==> src/rtl/softmax_row_scheduler_pkg.sv <==
// Shared types and width helpers for the softmax row scheduler.
// Imported by the arbiter and the top.
package softmax_row_scheduler_pkg;

   typedef enum logic [1:0] {
      IDLE,
      GRANT,
      STREAM,
      DRAIN
   } state_t;

   function automatic int head_w(input int n);
      return (n > 1) ? $clog2(n) : 1;
   endfunction

   function automatic int cnt_w(input int row_len);
      return $clog2(row_len + 1);
   endfunction

endpackage

==> src/rtl/softmax_row_scheduler_rr_arbiter.sv <==
// Combinational round-robin pick: first request at or after ptr.
// Reports one-hot grant, its index and whether any request exists.
module softmax_row_scheduler_rr_arbiter
   import softmax_row_scheduler_pkg::*;
#(
   parameter int NUM_HEAD = 8,
   parameter int HW       = head_w(NUM_HEAD)
) (
   input  logic [NUM_HEAD-1:0] req,
   input  logic [HW-1:0]       ptr,
   output logic [NUM_HEAD-1:0] gnt_oh,
   output logic [HW-1:0]       gnt_idx,
   output logic                found
);

   logic [HW-1:0] kk;

   // Scan from farthest to nearest so the nearest hit wins.
   always_comb begin
      gnt_oh  = '0;
      gnt_idx = '0;
      found   = 1'b0;
      kk      = '0;
      for (int i = NUM_HEAD - 1; i >= 0; i--) begin
         kk = HW'((int'(ptr) + i) % NUM_HEAD);
         if (req[kk]) begin
            found   = 1'b1;
            gnt_idx = kk;
            gnt_oh  = NUM_HEAD'(1) << kk;
         end
      end
   end

endmodule

==> src/rtl/softmax_row_scheduler.sv <==
// Row-granular scheduler sharing one softmax unit among several heads.
// Streams a row in, routes its results back, and fences LUT writes.
module softmax_row_scheduler
   import softmax_row_scheduler_pkg::*;
#(
   parameter int NUM_HEAD = 8,
   parameter int ROW_LEN  = 256,
   parameter int DATA_W   = 8,
   parameter int LUT_ADDR = 16,
   parameter int LUT_DATA = 16,
   parameter int CNT_W    = cnt_w(ROW_LEN)
) (
   input  logic                       clk,
   input  logic                       rst_n,
   input  logic [7:0]                 cfg_shift,
   input  logic                       host_lut_wen,
   input  logic [LUT_ADDR-1:0]        host_lut_waddr,
   input  logic [LUT_DATA-1:0]        host_lut_wdata,
   output logic                       host_lut_ready,
   input  logic [NUM_HEAD-1:0]        req_valid,
   input  logic [NUM_HEAD*DATA_W-1:0] req_data,
   output logic [NUM_HEAD-1:0]        req_ready,
   output logic [NUM_HEAD-1:0]        rsp_valid,
   output logic [DATA_W-1:0]          rsp_data,
   output logic [7:0]                 sm_cfg_shift,
   output logic                       sm_lut_wen,
   output logic [LUT_ADDR-1:0]        sm_lut_waddr,
   output logic [LUT_DATA-1:0]        sm_lut_wdata,
   output logic [DATA_W-1:0]          sm_idata,
   output logic                       sm_idata_valid,
   input  logic [DATA_W-1:0]          sm_odata,
   input  logic                       sm_odata_valid,
   output logic                       busy,
   output logic                       err_spurious
);

   localparam int HW = head_w(NUM_HEAD);
   localparam logic [CNT_W-1:0] ROW_END  = CNT_W'(ROW_LEN);
   localparam logic [CNT_W-1:0] ROW_LAST = CNT_W'(ROW_LEN - 1);
   localparam logic [HW-1:0]    HEAD_MAX = HW'(NUM_HEAD - 1);

   state_t state, state_d;

   logic [HW-1:0]       rr_ptr;
   logic [HW-1:0]       grant;
   logic [NUM_HEAD-1:0] grant_oh;
   logic [CNT_W-1:0]    in_cnt, in_cnt_d;
   logic [CNT_W-1:0]    out_cnt, out_cnt_d;
   logic                lut_rdy;

   logic [NUM_HEAD-1:0] arb_oh;
   logic [HW-1:0]       arb_idx;
   logic                arb_found;

   logic                in_acc;
   logic                out_ok;
   logic                spur;
   logic                routing;
   logic [DATA_W-1:0]   cur_data;

   softmax_row_scheduler_rr_arbiter #(
      .NUM_HEAD (NUM_HEAD),
      .HW       (HW)
   ) u_arb (
      .req     (req_valid),
      .ptr     (rr_ptr),
      .gnt_oh  (arb_oh),
      .gnt_idx (arb_idx),
      .found   (arb_found)
   );

   assign routing  = (state == STREAM) || (state == DRAIN);
   assign in_acc   = (state == STREAM) && req_valid[grant];
   assign out_ok   = sm_odata_valid && routing && (out_cnt != ROW_END);
   assign spur     = sm_odata_valid && !out_ok;
   assign cur_data = req_data[int'(grant)*DATA_W +: DATA_W];

   assign in_cnt_d  = in_cnt + CNT_W'(in_acc && (in_cnt != ROW_END));
   assign out_cnt_d = out_cnt + CNT_W'(out_ok);

   assign busy           = (state != IDLE);
   assign req_ready      = (state == STREAM) ? grant_oh : '0;
   assign host_lut_ready = lut_rdy;

   always_comb begin
      state_d = state;
      unique case (state)
         IDLE:   if (|req_valid) state_d = GRANT;
         GRANT:  state_d = arb_found ? STREAM : IDLE;
         STREAM: if (in_acc && (in_cnt == ROW_LAST)) state_d = DRAIN;
         DRAIN:  if (out_cnt_d == ROW_END) state_d = IDLE;
         default: state_d = IDLE;
      endcase
   end

   always_ff @(posedge clk or negedge rst_n) begin
      if (!rst_n) begin
         state          <= IDLE;
         lut_rdy        <= 1'b0;
         rr_ptr         <= '0;
         grant          <= '0;
         grant_oh       <= '0;
         in_cnt         <= '0;
         out_cnt        <= '0;
         sm_cfg_shift   <= '0;
         sm_lut_wen     <= 1'b0;
         sm_lut_waddr   <= '0;
         sm_lut_wdata   <= '0;
         sm_idata       <= '0;
         sm_idata_valid <= 1'b0;
         rsp_valid      <= '0;
         rsp_data       <= '0;
         err_spurious   <= 1'b0;
      end else begin
         state <= state_d;
         // Ready tracks the next state so it is low for the whole row.
         lut_rdy      <= (state_d == IDLE);
         sm_lut_wen   <= host_lut_wen && lut_rdy;
         sm_lut_waddr <= host_lut_waddr;
         sm_lut_wdata <= host_lut_wdata;

         if ((state == GRANT) && arb_found) begin
            grant        <= arb_idx;
            grant_oh     <= arb_oh;
            rr_ptr       <= (arb_idx == HEAD_MAX) ? '0 : arb_idx + HW'(1);
            sm_cfg_shift <= cfg_shift;
            in_cnt       <= '0;
            out_cnt      <= '0;
         end else begin
            in_cnt  <= in_cnt_d;
            out_cnt <= out_cnt_d;
         end

         sm_idata_valid <= in_acc;
         if (state == STREAM) sm_idata <= cur_data;

         rsp_valid <= out_ok ? grant_oh : '0;
         if (out_ok) rsp_data <= sm_odata;

         if (spur) err_spurious <= 1'b1;
      end
   end

endmodule
==> config.mk <==
export PLATFORM = sky130hd
export DESIGN_NAME = softmax_row_scheduler
export DESIGN_NICKNAME = d
export VERILOG_FILES = /design/src/rtl/softmax_row_scheduler_pkg.sv /design/src/rtl/softmax_row_scheduler_rr_arbiter.sv /design/src/rtl/softmax_row_scheduler.sv
export SDC_FILE = /design/constraint.sdc
export NUM_CORES = 1
export LEC_CHECK = 0
export ABC_AREA = 1
export BUFFER_PORTS_ARGS = -buffer_cell sky130_fd_sc_hd__buf_4
export CORE_MARGIN = 2
export CORE_UTILIZATION = 45
export DETAILED_ROUTE_END_ITERATION = 12
export PLACE_DENSITY = 0.7
export SLEW_MARGIN = 20
export SYNTH_ARGS = -nofsm -noshare
export SYNTH_HDL_FRONTEND = slang
export SYNTH_SLANG_ARGS = --single-unit
==> constraint.sdc <==
create_clock -name clk -period 3.7 [get_ports clk]
set_input_delay 0.37 -clock clk [delete_from_list [all_inputs] [get_ports clk]]
set_output_delay 0.37 -clock clk [all_outputs]
set_load 0.005 [all_outputs]
# [Word-level counts from Yosys, hierarchy flattened]
# Index checks and enable logic that the tools add are counted.
[word_totals] word_cells=118 in_bits=124 register_bits=102
[classes] n_lt_le_gt_ge=9 add_sub_neg=10 n_eq_ne=8 n_mux=52 reduce_logical=14 shift=9
[ops] op="two-way mux 8 bit" n=10
[ops] op="indexed part select 64 x 7 -> 8 bit" n=1
[ops] op="<< shifter 1 x 3 -> 8 bit (first input constant)" n=8
[ops] op="< comparator 3 x 4 -> 1 bit (second input constant)" n=9
[ops] op="binary-select mux 1 bit (select 3 bit)" n=9
[ops] op="two-way mux 3 bit" n=9
[ops] op="adder 9 x 1 -> 9 bit" n=2
[ops] op="two-way mux 9 bit" n=2
[ops] op="!= test 9 bit (second input constant)" n=2
[ops] op="two-way mux 1 bit" n=17
[ops] op="adder 3 bit (second input constant)" n=4
[ops] op="equality test 9 x 8 -> 1 bit (second input constant)" n=1
[ops] op="equality test 9 bit (second input constant)" n=1
[ops] op="logical AND 1 bit" n=8
[ops] op="two-way mux 2 bit" n=4
[ops] op="case mux 2 bit (4 select lines)" n=1
[ops] op="OR reduction 8 bit" n=1
[ops] op="adder 3 x 1 -> 3 bit (second input constant)" n=2
[ops] op="adder 3 x 2 -> 3 bit (second input constant)" n=2
[ops] op="equality test 2 bit (second input constant)" n=2
[ops] op="zero test 2 bit" n=2
[ops] op="equality test 3 bit (second input constant)" n=1
[ops] op="equality test 2 x 1 -> 1 bit (second input constant)" n=1
[ops] op="nonzero test 2 bit" n=1
[ops] op="other kinds (2)" n=2

# [Longest topological paths before layout]
# Gate-level depths: netlist (run 1).
[logic_depth] word_depth=14 mapped_depth=22 ltp_nobuf=19

# [By module]
# Synthesis (run 1) repeated with hierarchy kept, for this count alone.
[unflattened] hier_cells=755 hier_area_um2=5699.2
[modules_own_cells] module="softmax_row_scheduler" area_each_um2=4335.4 n_inst=1 cells_each=487
[modules_own_cells] module="softmax_row_scheduler_rr_arbiter" area_each_um2=1363.8 n_inst=1 cells_each=268

# [Worst setup path before layout (run 1)]
# OpenSTA, ideal clock, no wires.
[synth_path] kind="reg2reg" startpoint="register rr_ptr[0]" endpoint="register rr_ptr[2]" arrival_ns=2.841 setup_slack_ns=0.734 setup_ns=0.125 period_less_slack_ns=2.966 path_stages_with_launch=22 cell_sequence="dfrtp_1 -> buf_4 -> inv_2 -> buf_6 -> ha_1 -> inv_1 -> nand3_1 -> nand3_1 -> nand2_1 -> buf_4 -> a21oi_1 -> nand2_1 -> nand2_1 -> o211ai_1 -> nand2_1 -> nand2_1 -> nand2_1 -> o21ai_2 -> ha_1 -> ha_1 -> nand2_1 -> o21ai_1"
[synth_between] elab_chain_len=13 word_cells_on_any_way=43 classes_between="8 x add/sub; 1 x eq/ne; 33 x mux; 1 x reduce/logical"
[synth_rtl] element="from (decl)" line_no="softmax_row_scheduler.sv:44" source="logic [HW-1:0] rr_ptr;"
[synth_rtl] element="from (signal assigned)" line_no="softmax_row_scheduler.sv:125" source="rr_ptr <= (arb_idx == HEAD_MAX) ? '0 : arb_idx + HW'(1);"
[synth_rtl] element="adder 3 bit" line_no="softmax_row_scheduler_rr_arbiter.sv:25" source="kk = HW'((int'(ptr) + i) % NUM_HEAD);"
[synth_rtl] element="binary-select mux 1 bit (select 3 bit)" line_no="softmax_row_scheduler_rr_arbiter.sv:26" source="if (req[kk]) begin"
[synth_rtl] element="two-way mux 1 bit (implied by the code)" line_no="softmax_row_scheduler_rr_arbiter.sv:26"
[synth_rtl] element="two-way mux 3 bit (7 in series)" line_no="softmax_row_scheduler_rr_arbiter.sv:26"
[synth_rtl] element="two-way mux 3 bit *" line_no="softmax_row_scheduler_rr_arbiter.sv:26"
[synth_rtl] element="via arb_idx[1]" line_no="softmax_row_scheduler.sv:52" source="logic [HW-1:0] arb_idx;"
[synth_rtl] element="adder 3 x 1 -> 3 bit or equality test 3 bit (tied branches)" line_no="softmax_row_scheduler.sv:125"
[synth_rtl] element="two-way mux 3 bit *" line_no="softmax_row_scheduler.sv:125"
# The timed path passes the listed nets; every way through them passes the cells marked *. The select of a mux whose other input is x is not followed.
# A chain may end at the register's enable or synchronous reset.

# [Worst setup path in the final report (run 1)]
[layout_path] startpoint="register rr_ptr[1]" endpoint="register rr_ptr[2]"
# Same word-level chain as after synthesis.

==> impl_metrics.json, run 1 <==
{
  "status": "finished, final reports clean",
  "io_buffers": 200,
  "nets": 1058,
  "setup_tns_ns": 0,
  "num_rows": 41,
  "period_needed_ns": 3.25,
  "gp_congestion": 0.950,
  "diodes": 0,
  "max_slew_margin_pct": 61.2,
  "grt_usage_pct": 25.2,
  "ys_seq_elements": 102,
  "drive_above_1_share_pct": 31.5,
  "area_delta_synth_final_pct": 34.4,
  "yosysUniqueCellTypes": 43,
  "avgSynthCellArea_sq_um": 8.09,
  "drtPass1Iterations": 6,
  "synth_top_area_cell": "dfrtp_1",
  "grt_max_degree": 39,
  "synthFlopType": "dfrtp_1",
  "via_per_inst": 5.34,
  "yosysMostFrequentCell": "nand2_1",
  "num_vias": 5833,
  "initial_core_util_pct": 46.0,
  "n_fill_cell": 1136,
  "multiInputGateArea_sq_um": 2860,
  "drc": 0,
  "dp_hpwl_um": 13400,
  "yosys_warnings": 0,
  "grt_pass1_wl_um": 28500,
  "cp-start-kind": "flip-flop",
  "grt_pass1_vias": 5803,
  "cp_max_fo": 11,
  "synth_fp_nets": 859,
  "path_class": "reg2reg",
  "fin_skew_ns": 0.00688,
  "die_h_um": 118,
  "worst_setup_path_end_kind": "flip-flop",
  "ys_seq_area_share_pct": 44.0,
  "die-area_sq_um": 13800,
  "grt_antenna_before_repair": 0,
  "synth_edf_count": 0,
  "clock-sinks": 102,
  "worstPathRequired_ns": 3.92,
  "die_width_um": 118,
  "r2r_cells": 18,
  "htreeDepth": 3,
  "leakagePower_nw": 3.96,
  "first_iter_violations": 365,
  "core_sq_um": 12600,
  "ios": 201,
  "finalPower_mw": 7.09,
  "wl_um": 17300,
  "fin_hold_ws_ns": 0.133,
  "whs_path_depth": 1,
  "clk_latency_ns": 0.34,
  "root_buffer": "clkbuf_16",
  "rsz0062_at_grt": "no",
  "hp-start": "host_lut_waddr[4]",
  "max-vdd-ir-drop_v": 0.000357,
  "setup_viol": 0,
  "synth.cells.most_frequent": "177 x nand2_1, 102 x dfrtp_1, 81 x nor2_1",
  "crit_arrival_ns": 3.47,
  "synthArstFlopShare_pct": 100,
  "syn-cell-area_sq_um": 5800,
  "clockBufferDepth": 2,
  "r2r_start": "rr_ptr[1]",
  "finalCritPeriodShare_pct": 87.9,
  "power.density_nw_per_um2": 909,
  "timing.rr.end": "rr_ptr[2]",
  "postRouteAntennaNets": 0,
  "slew_viol_final": 0,
  "clk_pin_slew_ns": 0.07,
  "synth.area.top_cells": "dfrtp_1 44%, nand2_1 11%, nor2_1 5.2%",
  "hold_viol": 0,
  "worst-slew-pin-transition_ns": 0.579,
  "hold_end": "sm_lut_waddr[4]",
  "tritoncts": "done",
  "hp-class": "in2reg",
  "drv_cap": 0,
  "seqCellArea_sq_um": 2550,
  "cts_made_buffers": 9,
  "wl_per_cell_um": 15.8,
  "synthCells": 717,
  "synth.top_cell.area_share_pct": 44.0,
  "timing.fmax_mhz": 307,
  "reg2reg_slack_ns": 0.45,
  "grt_overflow": 0
}
==> where the power goes <==
group / switching, mW / internal, mW / total [mW]
Clock: 0.404 / 0.547 / 0.951
Combinational: 2.92 / 1.58 / 4.50
Sequential: 0.222 / 1.41 / 1.64
==> final cells by class <==
type | instances | area share, %
Clock buffer | 10 | 3.06
Clock inverter | 6 | 0.866
Inverter | 58 | 2.81
Multi-Input combinational cell | 528 | 36.7
Sequential cell | 102 | 32.7
Tap cell | 172 | 2.76
Timing Repair Buffer | 217 | 21.1
==> worst max-delay path: stages (launching register included) <==
cell and delay, ns:
dfrtp_2 0.53, clkinv_2 0.17, ha_1 0.40, inv_1 0.23
nand3_1 0.15, nand3_1 0.14, nand2_1 0.27, a21oi_1 0.20
nand2_1 0.07, nand2_1 0.06, o211ai_1 0.08, nand2_1 0.07
nand2_1 0.04, nand2_1 0.07, o21ai_2 0.07, ha_1 0.20
ha_1 0.28, nand2_1 0.06, o21ai_1 0.05
==> how the worst max path moves through the flow <==
stage / slack [ns] / endpoint / start / depth (start not counted)
after floorplan: 0.73 / rr_ptr[2] / rr_ptr[0] / 21
after detailed placement: 0.29 / rr_ptr[2] / rr_ptr[1] / 18
after CTS: 0.29 / rr_ptr[2] / rr_ptr[1] / 18
after global placement: 0.40 / rr_ptr[0] / rr_ptr[1] / 19
after global routing: 0.16 / rr_ptr[0] / rr_ptr[1] / 19
final: 0.45 / rr_ptr[2] / rr_ptr[1] / 18
==> cell usage in the layout (no fill, tap or decap), types with 2 or more instances in the layout <==
master and count:
buf_4 215, nand2_1 177, dfrtp_1 101, nor2_1 81, o21ai_0 46, inv_1 44
nand3_1 43, a21oi_1 30, ha_1 18, nand3_2 15, o221ai_1 15, nor2_4 11
nor3_1 10, inv_2 9, o21ai_1 9, clkbuf_16 9, nand2_2 8, a31oi_1 8
o211ai_1 7, xor2_1 7, nand4_1 7, nor4_1 6, nand2_4 5, xnor2_1 5
clkinv_1 4, clkinv_2 3, nor2_2 3, o22ai_1 3, nand3b_1 2, nor3b_1 2
a211oi_1 2
==> flip-flops by register name (all words and copies together), names as in the netlist, 2 cells and up <==
signal and cells:
out_cnt 9, grant_oh 8, grant 3, rsp_valid 8
in_cnt 9, rr_ptr 3, sm_lut_waddr 16, sm_cfg_shift 8
state 2, sm_lut_wdata 16, rsp_data 8, sm_idata 8
==> layer usage <==
layer	global-route usage, %	wire length (um)	share of wire [%]
met2	44.5	8800	51
met4	9.19	488	2.8
met1	30.9	6940	40
met3	4.55	1040	6.0
met5	0	0	0
==> per-stage QoR <==
step / utilization [%] / instances / cell area, sq um / setup WS, ns
final: 61.8 / 1093 / 7800 / 0.448
after global routing: 61.8 / 1093 / 7800 / 0.157
after CTS: 61.8 / 1093 / 7800 / 0.288
after detailed placement: 59.3 / 1076 / 7480 / 0.294
after global placement: 59.3 / 1076 / 7480 / 0.404
after floorplan: - / 717 / 5800 / 0.734
==> what timing repair did <==
action / CTS / global route
resized for setup: 0 / 1
hold buffers: 1 / 0
hold endpoints to repair: 27 / 0
setup endpoints to repair: 0 / 2
setup buffers: 0 / 0
==> cells by family after synthesis <==
kind of cell	synth area share (%)
AO/OA/AOI/OAI	12.5
XOR/XNOR	2.09
adder cells (fa/ha/maj)	3.88
buffers and inverters	6.71
flip-flops	44.0
AND/OR/NAND/NOR	30.8
(Power assumes the default switching activity.)
==> run 2, diff against run 1 <==
CTS_BUF_LIST = sky130_fd_sc_hd__clkbuf_4   (was unset)
==> run 2 against run 1 <==
Final area increased by 2.0%. Critical path depth stayed put. Combinational power rose by 0.9%. Clock power is 40% lower. Setup slack lost 0.016 ns. Critical path type unchanged.
==> impl_metrics.json, run 2 (same netlist as run 1, synthesis figures left out) <==
{
  "gp_congestion": 0.950,
  "diodes": 0,
  "htreeDepth": 3,
  "rsz0062_at_grt": "no",
  "initial_core_util_pct": 46.0,
  "root_buffer": "clkbuf_4",
  "cpMaxStageDelayCell": "dfrtp_2",
  "grt_antenna_before_repair": 0,
  "status": "finished, final reports clean",
  "fin_skew_ns": 0.0201,
  "path_class": "reg2reg",
  "slew_viol_final": 0,
  "wl_um": 17800,
  "die-area_sq_um": 13800,
  "cp-start-kind": "flip-flop",
  "finalPower_mw": 6.74,
  "grt_pass1_wl_um": 29400,
  "final_common_cell": "buf_4",
  "grt_overflow": 0,
  "cts_made_buffers": 9,
  "multiInputGateArea_sq_um": 2860,
  "worstPathRequired_ns": 4.05,
  "leakagePower_nw": 4.02,
  "grt_pass1_vias": 5999,
  "grt_usage_pct": 26.2,
  "reg2reg_slack_ns": 0.43,
  "top_regs": "sm_lut_waddr x16, sm_lut_wdata x16",
  "via_per_inst": 5.30,
  "critPathBufInv": 2,
  "die_h_um": 118,
  "cp_cell_sequence": "clkinv_2 > ha_1 > inv_1 > nand3_1 > nand3_1 > nand2_1 > a21oi_1 > nand2_1 > nand2_1 > o211ai_1 > nand2_1 > nand2_1 > nand2_1 > o21ai_2 > ha_1 > ha_1 > nand2_1 > o21ai_1",
  "core_sq_um": 12600,
  "wl_per_cell_um": 15.8,
  "hold_viol": 0,
  "final_cell_mix": "215 x buf_4, 177 x nand2_1, 101 x dfrtp_1",
  "critPathMaxStageDelay_ns": 0.56,
  "hold_end": "sm_lut_wen",
  "hp-start": "host_lut_wen",
  "timing.rr.end": "rr_ptr[2]",
  "r2r_cells": 18,
  "critical-path-top-delay-family": "simple AND/OR/NAND/NOR gates",
  "area_delta_synth_final_pct": 37.0,
  "crit_arrival_ns": 3.62,
  "setup_tns_ns": 0,
  "worst-slew-pin-transition_ns": 0.566,
  "nets": 1090,
  "setup_viol": 0,
  "max_slew_margin_pct": 62.0,
  "clk_latency_ns": 0.46,
  "dp_hpwl_um": 13400,
  "drive_above_1_share_pct": 30.3,
  "clk_pin_slew_ns": 0.15,
  "drc": 0,
  "crit_top_cell": "nand2_1",
  "postRouteAntennaNets": 0,
  "whs_path_depth": 3,
  "postLayoutCoreUtil_pct": 63.0,
  "tritoncts": "done",
  "io_buffers": 200,
  "num_rows": 41,
  "hp-class": "in2reg",
  "seqCellArea_sq_um": 2550,
  "n_fill_cell": 1127,
  "drtPass1Iterations": 5,
  "clockBufferDepth": 2,
  "first_iter_violations": 416,
  "power.density_nw_per_um2": 848,
  "cp_max_fo": 11,
  "num_vias": 5964,
  "drv_cap": 0,
  "die_width_um": 118,
  "finalCritPeriodShare_pct": 88.3,
  "worst_setup_path_end_kind": "flip-flop",
  "timing.fmax_mhz": 306,
  "r2r_start": "rr_ptr[1]",
  "grt_max_degree": 39,
  "ios": 201,
  "clock-sinks": 102,
  "period_needed_ns": 3.27,
  "max-vdd-ir-drop_v": 0.000356
}
==> run 2: worst max path at each step <==
| stage | from | endpoint | depth (start not counted) |
|---|---|---|---|
| floorplan | rr_ptr[0] | rr_ptr[2] | 21 |
| global placement | rr_ptr[1] | rr_ptr[0] | 19 |
| detailed placement | rr_ptr[1] | rr_ptr[2] | 18 |
| CTS | rr_ptr[1] | rr_ptr[0] | 19 |
| global route | rr_ptr[1] | rr_ptr[0] | 19 |
| finish | rr_ptr[1] | rr_ptr[2] | 18 |
==> run 2: cell type report <==
cell class	count	share of cell area [%]
Clock buffer	9	0.850
Clock inverter	7	0.897
Inverter	58	2.75
Multi-Input combinational cell	528	36.0
Sequential cell	102	32.1
Tap cell	172	2.71
Timing Repair Buffer	249	24.7
==> run 2: timing repair <==
action / CTS / global route
hold buffers: 33 / 0
setup endpoints to repair: 0 / 2
endpoints found under the hold margin: 59 / 0
buffers inserted: 0 / 0
resized for setup: 0 / 1
==> run 2: power by group <==
group	internal, mW	total, mW	switching, mW
clock network	0.209	0.574	0.365
registers	1.41	1.63	0.222
logic	1.60	4.54	2.93
total	3.22	6.74	3.52
==> run 2: routing by layer <==
layer	GRT usage, %	wire length [um]	up-vias
met2	46.5	9190	242
met5	0	0	-
met4	9.11	465	0
met1	31.8	7050	2835
met3	4.94	1080	42
li1	-	-	2845
==> run 2: stage by stage <==
step / cell area, sq um / hold WS (ns) / worst slack (ns) / std cells
2_1_floorplan: 5800 / 0.0744 / 0.734 / 717
3_3_place_gp: 7480 / 0.300 / 0.404 / 1076
3_5_place_dp: 7480 / 0.303 / 0.294 / 1076
4_1_cts: 7950 / 0.0726 / 0.277 / 1125
5_1_grt: 7950 / 0.0676 / 0.141 / 1125
6_report: 7950 / 0.0864 / 0.432 / 1125
==> run 2: worst reg2reg max path, delay by kind of cell (launching register included) <==
kind                     cells  cell delay [ns]
AND/OR/NAND/NOR              9             0.93
adder cells (fa/ha/maj)      3             0.87
flip-flops                   1             0.56
AO/OA/AOI/OAI                4             0.40
buffers and inverters        2             0.40
==> run 3, diff against run 2 <==
ABC_AREA = unset   (was 1)
==> run 3 against run 2 <==
First-iteration DRC count decreased by 2.4%. Combinational power is 29% lower. Clock power rose by 3%. Non-clock buffer count rose by 3. Sequential cell count stayed put. Worst hold slack better by 0.019 ns. Clock skew rose by 0.0039 ns. Clock-buffer cell count increased by 1. Setup slack worse by 0.082 ns. Via count fell by 13%. Sequential share of layout area is 0.056 points lower.
==> impl_metrics.json, run 3 <==
{
  "period_needed_ns": 3.35,
  "synthArstFlopShare_pct": 100,
  "initial_core_util_pct": 45.8,
  "dp_hpwl_um": 12500,
  "num_vias": 5195,
  "path_class": "reg2reg",
  "hp-class": "in2reg",
  "syn-cell-area_sq_um": 5730,
  "yosysUniqueCellTypes": 56,
  "final_common_cell": "buf_4",
  "worstPathRequired_ns": 4.02,
  "setup_tns_ns": 0,
  "wl_um": 16900,
  "via_per_inst": 5.59,
  "num_rows": 41,
  "max_slew_margin_pct": 52.7,
  "synth.cells.most_frequent": "102 x dfrtp_1, 61 x nand2_1, 38 x o21ai_0",
  "critPathMaxStageDelay_ns": 0.50,
  "synthFlopType": "dfrtp_1",
  "worst-slew-pin-transition_ns": 0.710,
  "die_h_um": 117,
  "synth_fp_nets": 659,
  "die-area_sq_um": 13700,
  "slew_viol_final": 0,
  "crit_top_cell": "ha_1",
  "root_buffer": "clkbuf_4",
  "grt_max_degree": 42,
  "core_sq_um": 12500,
  "cts_resized": 0,
  "area_delta_synth_final_pct": 38.8,
  "avgSynthCellArea_sq_um": 11.1,
  "seqCellArea_sq_um": 2550,
  "status": "finished, final reports clean",
  "cp_max_fo": 8,
  "multiInputGateArea_sq_um": 3050,
  "clk_pin_slew_ns": 0.15,
  "top_regs": "sm_lut_waddr x16, sm_lut_wdata x16",
  "postRouteAntennaNets": 0,
  "yosys_warnings": 0,
  "critical-path-top-delay-family": "adder cells",
  "worst_setup_path_end_kind": "flip-flop",
  "drive_above_1_share_pct": 38.2,
  "rsz0062_at_grt": "no",
  "finalCritPeriodShare_pct": 90.5,
  "clock-sinks": 102,
  "hp-start": "cfg_shift[2]",
  "cp-start-kind": "flip-flop",
  "r2r_start": "rr_ptr[0]",
  "cts_made_buffers": 9,
  "synth_top_area_cell": "dfrtp_1",
  "grt_usage_pct": 24.1,
  "instances_no_fill": 930,
  "clockBufferDepth": 2,
  "cp-startpoint": "rr_ptr[0]",
  "pre_cts_ws_ns": 0.415,
  "wl_per_cell_um": 18.1,
  "cp_cell_sequence": "inv_1 > ha_1 > mux4_2 > mux2i_2 > and2_1 > o221ai_1 > a311oi_1 > o22ai_1 > ha_1 > ha_1 > nand2_1 > o21ai_0",
  "numPlacedInstances": 880,
  "clk_latency_ns": 0.45,
  "synthCells": 517,
  "drtPass1Iterations": 5,
  "max-vdd-ir-drop_v": 0.000424,
  "critPathBufInv": 1,
  "die_width_um": 117,
  "final_cell_mix": "219 x buf_4, 102 x dfrtp_1, 61 x nand2_1",
  "cpMaxStageDelayCell": "dfrtp_1",
  "nets": 894,
  "first_iter_violations": 406,
  "gp_congestion": 0.950,
  "timing.fmax_mhz": 298,
  "grt_pass1_wl_um": 25600,
  "drc": 0,
  "tritoncts": "done",
  "synth.top_cell.area_share_pct": 44.5,
  "grt_pass1_vias": 5066,
  "grt_overflow": 0,
  "synth.area.top_cells": "dfrtp_1 45%, mux4_2 13%, nand2_1 4.0%",
  "io_buffers": 200,
  "leakagePower_nw": 3.69,
  "setup_ws_ns": 0.350,
  "fin_skew_ns": 0.0240,
  "post_cts_buffers": 0,
  "ios": 201,
  "grt_antenna_before_repair": 0,
  "ctsHoldBuffers": 31,
  "htreeDepth": 3,
  "crit_arrival_ns": 3.67,
  "yosysMostFrequentCell": "dfrtp_1",
  "power.density_nw_per_um2": 671,
  "synth_edf_count": 0,
  "hold_viol": 0,
  "ys_seq_elements": 102,
  "ys_seq_area_share_pct": 44.5,
  "drv_cap": 0,
  "n_fill_cell": 998,
  "setup_viol": 0
}
## run 3: cell types whose count changed in the layout (fill, tap and decap cells not counted), moves of 11 or more
cell / before / now
nor2_4: 11 / 0
a21oi_1: 30 / 13
nand3_2: 15 / 0
inv_1: 44 / 7
mux2i_1: 0 / 16
nand2_1: 177 / 61
nand3_1: 43 / 16
mux2_2: 0 / 12
nor2_1: 81 / 28
o221ai_1: 15 / 1
mux4_2: 0 / 32
and2_1: 0 / 32
## run 3: stage by stage
stage / power (mW) / hold slack (ns) / instance area [sq um] / utilization, %
after global routing: 5.73 / 0.0706 / 7960 / 63.6
after detailed placement: 4.70 / 0.374 / 7490 / 59.8
after CTS: 5.32 / 0.00266 / 7940 / 63.4
after global placement: 4.69 / 0.371 / 7490 / 59.8
final: 5.34 / 0.105 / 7960 / 63.6
after floorplan: 3.62 / 0.0744 / 5740 / -
## run 3: path summary, 6_finish.rpt
| path | end | depth (start not counted) | slack, ns |
|---|---|---|---|
| worst max-delay path | rr_ptr[2] | 12 | 0.35 |
| worst min-delay path | sm_cfg_shift[2] | 3 | 0.11 |
| max in group asynchronous | sm_lut_wdata[14] | 3 | 2.46 |
| min in group asynchronous | sm_lut_waddr[3] | 2 | 0.42 |
| worst min register to register | sm_cfg_shift[2] | 2 | 0.50 |
| worst max register to register | rr_ptr[2] | 12 | 0.35 |
## run 3: layout make-up
class	count	share of cell area, %
Clock inverter	6	0.849
Antenna cell	1	0.0314
Clock buffer	10	0.943
Sequential cell	102	32.1
Multi-Input combinational cell	380	38.3
Tap cell	172	2.70
Inverter	7	0.330
Timing Repair Buffer	252	24.8
## run 3: metal layers
metal	vias to the layer above	routed length [um]	global-route usage (%)
met4	0	320	8.08
met5	-	0	0
met3	26	1280	6.08
met1	2555	6960	30.3
met2	230	8300	41.0
li1	2384	-	-
## run 3: kinds of logic (layout without fill, tap and decap cells)
logic type / count (synthesis) / in the layout / share of synthesized area [%]
DFF: 102 / 102 / 44.5
and+or+nand+nor: 173 / 173 / 15.1
xor gates and xnor gates: 17 / 17 / 2.60
adders and majority gates: 18 / 18 / 3.93
buffers and inverters: 35 / 275 / 2.66
other: 0 / 1 / 0
muxes: 63 / 63 / 18.4
AOI/OAI and AO/OA: 109 / 109 / 12.8
## run 3: worst register-to-register path, stage by stage, from the launching register on
cell      delay (ns)
dfrtp_1         0.50
inv_1           0.12
ha_1            0.48
mux4_2          0.44
mux2i_2         0.18
and2_1          0.24
o221ai_1        0.14
a311oi_1        0.35
o22ai_1         0.15
ha_1            0.22
ha_1            0.27
nand2_1         0.06
o21ai_0         0.09
## run 3: power by group
part	leakage (nW)	total, mW	switching [mW]	internal [mW]
logic	2.36	3.23	1.77	1.47
clock network	0.0734	0.590	0.372	0.218
registers	1.25	1.52	0.201	1.32
